==> src/rtl/uart_tx_arbiter_if.sv <==
// uart_tx_arbiter_if: requester handshake, transmitter drive and status signals of the UART TX arbiter
interface uart_tx_arbiter_if #(
    parameter int Data_Len = 8,
    parameter int NUM_REQ  = 4
);
    logic [NUM_REQ-1:0]          REQ_VALID;
    logic [NUM_REQ*Data_Len-1:0] REQ_DATA;
    logic [NUM_REQ-1:0]          REQ_READY;
    logic [NUM_REQ-1:0]          PAR_EN_CFG;
    logic [NUM_REQ-1:0]          PAR_TYP_CFG;
    logic                        TX_BUSY;
    logic [Data_Len-1:0]         P_DATA;
    logic                        Data_Valid;
    logic                        PAR_EN;
    logic                        PAR_TYP;
    logic [$clog2(NUM_REQ)-1:0]  GRANT_ID;
    logic                        ARB_BUSY;
    logic                        TX_ERR;

    modport master (
        output REQ_VALID, REQ_DATA, PAR_EN_CFG, PAR_TYP_CFG, TX_BUSY,
        input  REQ_READY, P_DATA, Data_Valid, PAR_EN, PAR_TYP, GRANT_ID, ARB_BUSY, TX_ERR
    );

    modport slave (
        input  REQ_VALID, REQ_DATA, PAR_EN_CFG, PAR_TYP_CFG, TX_BUSY,
        output REQ_READY, P_DATA, Data_Valid, PAR_EN, PAR_TYP, GRANT_ID, ARB_BUSY, TX_ERR
    );
endinterface

==> src/rtl/uart_tx_arbiter.sv <==
// uart_tx_arbiter: round-robin sharing of one UART transmitter between NUM_REQ requesters
module uart_tx_arbiter #(
    parameter int Data_Len     = 8,
    parameter int NUM_REQ      = 4,
    parameter int GAP_CYCLES   = 2,
    parameter int BUSY_TIMEOUT = 4
) (
    input logic CLK,
    input logic RST,
    uart_tx_arbiter_if.slave bus
);
    localparam int IW = $clog2(NUM_REQ);
    localparam int TW = $clog2(BUSY_TIMEOUT + 1) + 1;
    localparam int GW = $clog2(GAP_CYCLES + 1) + 1;

    typedef enum logic [2:0] {IDLE, ISSUE, WAIT_BUSY, WAIT_DONE, GAP} state_t;

    state_t          state;
    logic [IW-1:0]   ptr;
    logic [IW-1:0]   win;
    logic            hit;
    logic [IW:0]     j;
    logic [TW-1:0]   tmo;
    logic [GW-1:0]   gap;

    // first requesting index after the pointer, scanned with wrap; lowest offset wins
    always_comb begin
        j   = '0;
        hit = 1'b0;
        win = ptr;
        for (int k = NUM_REQ; k >= 1; k--) begin
            j = {1'b0, ptr} + (IW+1)'(k);
            if (j >= (IW+1)'(NUM_REQ)) j = j - (IW+1)'(NUM_REQ);
            if (bus.REQ_VALID[j[IW-1:0]]) begin
                hit = 1'b1;
                win = j[IW-1:0];
            end
        end
    end

    // grant, issue, busy framing and gap sequencing with all outputs registered
    always_ff @(posedge CLK) begin
        if (!RST) begin
            state          <= IDLE;
            ptr            <= IW'(NUM_REQ - 1);
            tmo            <= '0;
            gap            <= '0;
            bus.P_DATA     <= '0;
            bus.Data_Valid <= 1'b0;
            bus.PAR_EN     <= 1'b0;
            bus.PAR_TYP    <= 1'b0;
            bus.REQ_READY  <= '0;
            bus.GRANT_ID   <= '0;
            bus.ARB_BUSY   <= 1'b0;
            bus.TX_ERR     <= 1'b0;
        end else begin
            bus.REQ_READY  <= '0;
            bus.Data_Valid <= 1'b0;
            bus.TX_ERR     <= 1'b0;
            case (state)
                IDLE: begin
                    if (hit && !bus.TX_BUSY) begin
                        bus.P_DATA    <= bus.REQ_DATA[win*Data_Len +: Data_Len];
                        bus.PAR_EN    <= bus.PAR_EN_CFG[win];
                        bus.PAR_TYP   <= bus.PAR_TYP_CFG[win];
                        bus.GRANT_ID  <= win;
                        bus.REQ_READY <= NUM_REQ'(1) << win;
                        bus.ARB_BUSY  <= 1'b1;
                        ptr           <= win;
                        state         <= ISSUE;
                    end
                end
                ISSUE: begin
                    bus.Data_Valid <= 1'b1;
                    tmo            <= '0;
                    state          <= WAIT_BUSY;
                end
                WAIT_BUSY: begin
                    if (bus.TX_BUSY) begin
                        state <= WAIT_DONE;
                    end else if (tmo == TW'(BUSY_TIMEOUT - 1)) begin
                        bus.TX_ERR   <= 1'b1;
                        bus.ARB_BUSY <= 1'b0;
                        state        <= IDLE;
                    end else begin
                        tmo <= tmo + 1'b1;
                    end
                end
                WAIT_DONE: begin
                    if (!bus.TX_BUSY) begin
                        if (GAP_CYCLES > 0) begin
                            gap   <= '0;
                            state <= GAP;
                        end else begin
                            bus.ARB_BUSY <= 1'b0;
                            state        <= IDLE;
                        end
                    end
                end
                GAP: begin
                    if (gap == GW'(GAP_CYCLES - 1)) begin
                        bus.ARB_BUSY <= 1'b0;
                        state        <= IDLE;
                    end else begin
                        gap <= gap + 1'b1;
                    end
                end
                default: begin
                    bus.ARB_BUSY <= 1'b0;
                    state        <= IDLE;
                end
            endcase
        end
    end
endmodule

==> src/flat_wrapper.sv <==
// flat-port wrapper written by rule: the top's interface ports become plain ports
module uart_tx_arbiter_flat 
#(
    parameter int Data_Len     = 8,
    parameter int NUM_REQ      = 4,
    parameter int GAP_CYCLES   = 2,
    parameter int BUSY_TIMEOUT = 4
)
  (CLK, RST, bus_REQ_VALID, bus_REQ_DATA, bus_PAR_EN_CFG, bus_PAR_TYP_CFG, bus_TX_BUSY, bus_REQ_READY, bus_P_DATA, bus_Data_Valid, bus_PAR_EN, bus_PAR_TYP, bus_GRANT_ID, bus_ARB_BUSY, bus_TX_ERR);
  uart_tx_arbiter_if #(.Data_Len(Data_Len), .NUM_REQ(NUM_REQ)) bus_i ();
  input logic CLK;
  input logic RST;
  input wire logic [$bits(bus_i.REQ_VALID)-1:0] bus_REQ_VALID;
  input wire logic [$bits(bus_i.REQ_DATA)-1:0] bus_REQ_DATA;
  input wire logic [$bits(bus_i.PAR_EN_CFG)-1:0] bus_PAR_EN_CFG;
  input wire logic [$bits(bus_i.PAR_TYP_CFG)-1:0] bus_PAR_TYP_CFG;
  input wire logic [$bits(bus_i.TX_BUSY)-1:0] bus_TX_BUSY;
  output wire logic [$bits(bus_i.REQ_READY)-1:0] bus_REQ_READY;
  output wire logic [$bits(bus_i.P_DATA)-1:0] bus_P_DATA;
  output wire logic [$bits(bus_i.Data_Valid)-1:0] bus_Data_Valid;
  output wire logic [$bits(bus_i.PAR_EN)-1:0] bus_PAR_EN;
  output wire logic [$bits(bus_i.PAR_TYP)-1:0] bus_PAR_TYP;
  output wire logic [$bits(bus_i.GRANT_ID)-1:0] bus_GRANT_ID;
  output wire logic [$bits(bus_i.ARB_BUSY)-1:0] bus_ARB_BUSY;
  output wire logic [$bits(bus_i.TX_ERR)-1:0] bus_TX_ERR;
  assign bus_i.REQ_VALID = bus_REQ_VALID;
  assign bus_i.REQ_DATA = bus_REQ_DATA;
  assign bus_i.PAR_EN_CFG = bus_PAR_EN_CFG;
  assign bus_i.PAR_TYP_CFG = bus_PAR_TYP_CFG;
  assign bus_i.TX_BUSY = bus_TX_BUSY;
  assign bus_REQ_READY = bus_i.REQ_READY;
  assign bus_P_DATA = bus_i.P_DATA;
  assign bus_Data_Valid = bus_i.Data_Valid;
  assign bus_PAR_EN = bus_i.PAR_EN;
  assign bus_PAR_TYP = bus_i.PAR_TYP;
  assign bus_GRANT_ID = bus_i.GRANT_ID;
  assign bus_ARB_BUSY = bus_i.ARB_BUSY;
  assign bus_TX_ERR = bus_i.TX_ERR;
  uart_tx_arbiter #(.Data_Len(Data_Len), .NUM_REQ(NUM_REQ), .GAP_CYCLES(GAP_CYCLES), .BUSY_TIMEOUT(BUSY_TIMEOUT)) u_core (.CLK(CLK), .RST(RST), .bus(bus_i));
endmodule
==> config.mk <==
export PLATFORM = sky130hd
export DESIGN_NAME = uart_tx_arbiter_flat
export DESIGN_NICKNAME = d
export VERILOG_FILES = /design/src/rtl/uart_tx_arbiter_if.sv /design/src/rtl/uart_tx_arbiter.sv /design/src/flat_wrapper.sv
export SDC_FILE = /design/constraint.sdc
export NUM_CORES = 1
export LEC_CHECK = 0
export BUFFER_PORTS_ARGS = -buffer_cell sky130_fd_sc_hd__buf_2
export CELL_PAD_IN_SITES_DETAIL_PLACEMENT = 0
export CELL_PAD_IN_SITES_GLOBAL_PLACEMENT = 2
export CORE_UTILIZATION = 28
export DETAILED_ROUTE_END_ITERATION = 12
export GPL_TIMING_DRIVEN = 0
export HOLD_SLACK_MARGIN = 0.03
export PLACE_DENSITY_LB_ADDON = 0.1
export SLEW_MARGIN = 5
export SYNTH_ARGS = -nofsm -noshare
export SYNTH_HDL_FRONTEND = slang
export SYNTH_SLANG_ARGS = --single-unit
==> constraint.sdc <==
create_clock -name CLK -period 3.8 [get_ports CLK]
set_input_delay 0 -clock CLK [delete_from_list [all_inputs] [get_ports CLK]]
set_output_delay 0 -clock CLK [all_outputs]
set_load 0.005 [all_outputs]
## After elaboration in Yosys (flattened, before gate mapping)

Index checks and enable logic that the tools add are counted.

- Register bits after elaboration: 31
- Bits of input ports: 47

- Bitwise logic cells: 3
- Multiplexer cells: 43
- $add $sub $neg: 10
- Equal/unequal tests: 14
- $lt $le $gt $ge: 9
- Shift-type cells: 2
- Reductions and logical operators: 13

Operators with widths:

| cell | number |
|---|---|
| 32-bit by 6-bit indexed part select with 8-bit output | 1 |
| 3-bit 2-to-1 mux | 7 |
| 1-bit 2-to-1 mux | 16 |
| 2-bit 2-to-1 mux | 8 |
| 2-bit by 3-bit less-than comparator with 1-bit output (second input constant) | 5 |
| 3-bit case mux with 5 select lines | 1 |
| 1-bit binary-select mux with 2-bit select | 6 |
| 3-bit greater-or-equal comparator (second input constant) | 4 |
| 3-bit AND reduction | 3 |
| 4-bit 2-to-1 mux | 2 |
| 2-bit != test (second input constant) | 4 |
| 4-bit case mux with 2 select lines | 1 |
| 2-bit by 1-bit subtractor with 2-bit output (second input constant) | 4 |
| 2-bit by 2-bit adder with 3-bit output (second input constant) | 2 |
| 3-bit by 1-bit equality test with 1-bit output (second input constant) | 2 |
| 3-bit by 2-bit equality test with 1-bit output (second input constant) | 2 |
| 2-bit by 1-bit != test with 1-bit output (second input constant) | 3 |
| 3-bit case mux with 2 select lines | 1 |
| 5-bit AND reduction | 1 |
| 4-bit by 1-bit adder with 4-bit output (second input constant) | 1 |
| 4-bit by 2-bit equality test with 1-bit output (second input constant) | 1 |
| 1-bit case mux with 4 select lines | 1 |
| 4-bit AND reduction | 1 |
| 2-bit nonzero test | 2 |
| 13 further kinds | 15 |

## Depth between registers and ports, before layout

- Word-level depth: 12
- Depth in mapped cells: 7

## Least setup slack after synthesis

Ideal clock, no wire load.

- Path type: reg-to-reg
- Start point: register u_core.state[2]
- End point: register u_core.gap[1]
- Stages on the path, launching flop included: 6
- Data arrival time: 1.400 ns
- Buffers on the path: 0
- Setup slack: 2.286 ns
- Period minus slack after synthesis: 1.514 ns
- Setup time: 0.115 ns
- Cells stage by stage: dfxtp_1 > or3b_1 > a21oi_1 > a31oi_1 > and2_1 > o21a_1

- Longest elaborated chain between the ends: 3
- Elaborated cells between the ends (all ways): 7
- Those cells by class: 4 x eq/ne; 1 x mux; 2 x reduce/logical

RTL lines:

| what | line | source |
|---|---|---|
| from (decl) | uart_tx_arbiter.sv:18 | `state_t state;` |
| from (signal assigned) | uart_tx_arbiter.sv:44 | `state <= IDLE;` |
| from (signal assigned) | uart_tx_arbiter.sv:70 | `state <= ISSUE;` |
| from (signal assigned) | uart_tx_arbiter.sv:76 | `state <= WAIT_BUSY;` |
| 3-bit equality test or 3-bit by 2-bit equality test with 1-bit output (tied branches) | uart_tx_arbiter.sv:60 | `case (state)` |
| 2-bit != test (no line) or 2-bit nonzero test (tied branches) | - |  |
| 3-bit AND reduction (no line) | - |  |
| to (signal assigned) | uart_tx_arbiter.sv:105 | `gap <= gap + 1'b1;` |
| to (decl) | uart_tx_arbiter.sv:24 | `logic [GW-1:0] gap;` |

Several ways; a longest one is shown, not always the timed one.
A chain may end at the register's enable or synchronous reset.

## Worst setup path after layout

- Start point: register u_core.ptr[0]
- End point: register u_core.bus.P_DATA[0]

- Longest elaborated chain between the ends: 11
- Elaborated cells between the ends (all ways): 35
- Those cells by class: 8 x add/sub; 4 x order compare; 1 x shift; 20 x mux; 2 x reduce/logical

RTL lines:

| what | line | source |
|---|---|---|
| from (decl) | uart_tx_arbiter.sv:19 | `logic [IW-1:0] ptr;` |
| from (signal assigned) | uart_tx_arbiter.sv:45 | `ptr <= IW'(NUM_REQ - 1);` |
| from (signal assigned) | uart_tx_arbiter.sv:69 | `ptr <= win;` |
| parallel branches: the longest is 11 deep, another holds 2-bit by 3-bit adder with 3-bit output | - |  |
| to (signal assigned) | uart_tx_arbiter.sv:63 | `bus.P_DATA <= bus.REQ_DATA[win*Data_Len +: Data_Len];` |
| to (decl) | uart_tx_arbiter_if.sv:27 | `output REQ_READY, P_DATA, Data_Valid, PAR_EN, PAR_TYP, GRANT_ID, ARB_BUSY, TX_ERR` |

Parallel ways; which one is timed is not known. The select of a mux whose other input is x is not followed.

==> run metrics <==
status complete, no violations; slack of the worst reg-to-reg path 1.93 ns; total nets after synthesis 240; net count reported at finish 312; Worst EP required 3.97 ns; worst skew pair latency 0.29 ns; initial cell density of the core 0.292; fin crit share 0.492; first-pass GRT wire length 7490 µm; largest net degree at the start of global routing 11; reg-to-reg critical path endpoint u_core.bus.P_DATA[0]$_SDFFE_PN0P_; power spent charging and discharging nets 0.264 mW; clock period minus final worst setup slack 1.87 ns; port buffer count 64; die area 6040 µm²; class of the worst hold path in2reg; cell at the root of the clock tree sky130_fd_sc_hd__clkbuf_8; number of remaining DRC errors 0; number of I/O pins 66; number of antenna violations at the first check in global routing 0; highest net fanout along the worst path 10; leakage 0.971 nW; Antenna Cells 0; Worst Hold Launch bus_REQ_DATA[18]; endpoint of the worst hold path u_core.bus.P_DATA[2]$_SDFFE_PN0P_; switching power as a share of total power 0.286; worst-case hold slack 0.0400 ns; element type at the critical path start flip-flop; setup violation total in the final timing report 0; startpoint of the worst register-to-register path u_core.ptr[0]$_SDFFE_PN1P_; endpoint kind of the worst setup timing path flip-flop; highest ir drop seen on vdd 174 µV; Std-Cell Core Area 5510 µm²; number of search-and-repair iterations in the first detailed-routing pass 2; synthesized instance count 190; total of flip-flops plus latches after synthesis 31; fraction of power consumed by combinational cells 0.230; total vias in the final route 1615; cell at the slowest stage of the critical path sky130_fd_sc_hd__dfxtp_1; WL final 4650 µm; setup repair bufs after CTS 0; vertical die dimension 77.7 µm; clock transition at the registers of the reported paths 0.07 ns; # resized after CTS 0; Crit path arrival time 2.04 ns; # fillers 595; RSZ-0062 raised after global routing false; share of the yosys chip area belonging to registers 0.386; Num CTS Buffers 5; via-per-instance ratio 4.82; highest clock rate 535 MHz; aggregate global-route resource usage 0.161; synthesis warning total 0; # Max-Cap Violations 0; sequential cell fraction of total power 0.399; WS Path Type reg2reg; Die W 77.7 µm; number of distinct standard cells referenced by the synthesized netlist 36; post-synth design cell area 1610 µm²; H-tree depth reported by CTS 2; # clock sinks 31; Cell Rows 27; TritonCTS clock tree done; weighted congestion reported at the end of routability-driven placement 0.737; power share of the clock group 0.370; number of cells traversed by the worst hold path 3; Slew @ Worst Pin 0.611 ns; number of cell instances on the worst register-to-register path 6; DP Wirelength 3690 µm; number of global-route vias before repair 1566; maximum clock path buffer count 2; setup TNS 0 ns; cell internal pwr 0.656 mW; area growth from synthesis to layout 33.5%; max-slew violation count 0; Critical Path Max Stage Delay 0.41 ns; Congestion Overflow GR 0; largest clock skew in the final design 0.00681 ns; Cell Chain, Critical Path nor2b_1 > o21ai_0 > nand2_1 > buf_2 > a211oi_1 > o31ai_1; Pwr per Cell Area 429 nW/µm²; Final Hold Violating Endpoints 0; ratio of cells with drive above 1 in the final layout 0.312; Iter 0 DRT Violations 35; wire length per cell after detailed routing 13.9 µm; Routed Antenna Nets 0; Syn Area/Cell 8.46 µm²; Slew headroom 0.592
[routing by layer]
| layer | share of wire | wire length (µm) | track usage | up-vias |
|---|---|---|---|---|
| met3 | 0.061 | 282 | 0.0506 | 6 |
| met1 | 0.45 | 2120 | 0.190 | 715 |
| met4 | 0.015 | 72 | 0.0623 | 0 |
| li1 | - | - | - | 849 |
| met2 | 0.47 | 2180 | 0.272 | 45 |
| met5 | 0 | 0 | 0 | - |
[worst max path at each step]
stage,startpoint,end,cells past startpoint
global placement,u_core.ptr[0]$_SDFFE_PN1P_,u_core.bus.P_DATA[0]$_SDFFE_PN0P_,6
floorplan,u_core.state[2]$_SDFFE_PN0P_,u_core.gap[1]$_SDFFE_PN0P_,5
global route,u_core.ptr[0]$_SDFFE_PN1P_,u_core.bus.P_DATA[2]$_SDFFE_PN0P_,6
finish,u_core.ptr[0]$_SDFFE_PN1P_,u_core.bus.P_DATA[0]$_SDFFE_PN0P_,6
detailed placement,u_core.ptr[0]$_SDFFE_PN1P_,u_core.bus.P_DATA[0]$_SDFFE_PN0P_,6
CTS,u_core.ptr[0]$_SDFFE_PN1P_,u_core.bus.P_DATA[0]$_SDFFE_PN0P_,6
[power groups by stage]
stage	Combinational, mW	Sequential [mW]	Clock, mW
final	0.212	0.367	0.341
after global routing	0.237	0.371	0.365
after CTS	0.216	0.368	0.350
after detailed placement	0.215	0.374	0
after global placement	0.215	0.375	0
after floorplan	0.128	0.374	0
[synth_stat cells, drive strengths merged]
cell	number	area share
a211oi	20	0.093
a21boi	3	0.014
a21o	1	0.0047
a21oi	4	0.012
a221o	1	0.0062
a221oi	1	0.0093
a22o	1	0.0055
a31oi	2	0.0078
and2	3	0.012
and3	22	0.086
buf	6	0.019
clkbuf	8	0.019
dfxtp	31	0.39
ha	3	0.023
inv	8	0.019
mux2i	2	0.012
nand2	7	0.016
nand2b	2	0.0078
nand3	11	0.034
nand4	1	0.0039
nor2	11	0.026
nor2b	5	0.019
nor3	7	0.022
nor3b	1	0.0047
nor4	1	0.0039
nor4bb	1	0.0062
o211ai	2	0.0093
o21a	2	0.0093
o21ai	6	0.019
o31ai	11	0.055
or3b	3	0.018
or4b	1	0.0062
xor2	2	0.011
[flip-flops by register name (all words and copies together), names as in the netlist]
name / cells
u_core.bus.GRANT_ID: 2
u_core.bus.PAR_TYP: 1
u_core.ptr: 2
u_core.state: 3
u_core.tmo: 4
u_core.gap: 3
u_core.bus.ARB_BUSY: 1
u_core.bus.TX_ERR: 1
u_core.bus.PAR_EN: 1
u_core.bus.Data_Valid: 1
u_core.bus.P_DATA: 8
u_core.bus.REQ_READY: 4
[worst max-delay path: cells and delay by family, from the launching register on]
| family | cells | cell delay [ns] |
|---|---|---|
| simple gates | 2 | 0.27 |
| compound gates | 3 | 0.84 |
| buf+inv | 1 | 0.22 |
| flops | 1 | 0.41 |
[cell type report]
| cell class | instances | area [µm²] | area share |
|---|---|---|---|
| multi-input combinational | 137 | 896 | 0.418 |
| sequential | 31 | 621 | 0.289 |
| timing repair buffer | 65 | 330 | 0.154 |
| tap | 72 | 90.1 | 0.0420 |
| clock buffer | 6 | 82.6 | 0.0385 |
| buffer | 14 | 60.1 | 0.0280 |
| clock inverter | 2 | 35.0 | 0.0163 |
| inverter | 8 | 30.0 | 0.0140 |
[cells in the final DEF (no fill, tap or decap), drive strengths merged, types with 2 or more instances in the layout]
master,n
o21ai,6
a21oi,4
nand3,11
ha,3
buf,70
clkbuf,14
dfxtp,31
a211oi,20
mux2i,2
or3b,3
o211ai,2
xor2,2
inv,8
nand2,7
a21boi,3
nor2b,5
o31ai,11
o21a,2
and3,22
and2,3
nand2b,2
nor3,7
nor2,11
a31oi,2
[through the flow]
stage	util	area (µm²)	cells	total power [mW]	worst slack, ns
global placement	0.366	2020	326	0.590	1.96
finish	0.389	2140	335	0.920	1.93
floorplan	-	1610	190	0.502	2.29
detailed placement	0.366	2020	326	0.589	1.98
CTS	0.389	2140	335	0.933	1.96
global route	0.389	2140	335	0.973	1.77
[cells by family after synthesis]
kind of cell / share of synthesized area
XOR/XNOR: 0.0109
multiplexers: 0.0125
buffers and inverters: 0.0561
AO/OA/AOI/OAI: 0.245
flip-flops: 0.386
adder cells (fa/ha/maj): 0.0234
AND/OR/NAND/NOR: 0.266
[what timing repair did]
action,in CTS,in global routing
hold buffers,1,0
endpoints found under the hold margin,1,0
endpoints found under the setup margin,0,0
Note: power is estimated with default switching activity, not from simulation.
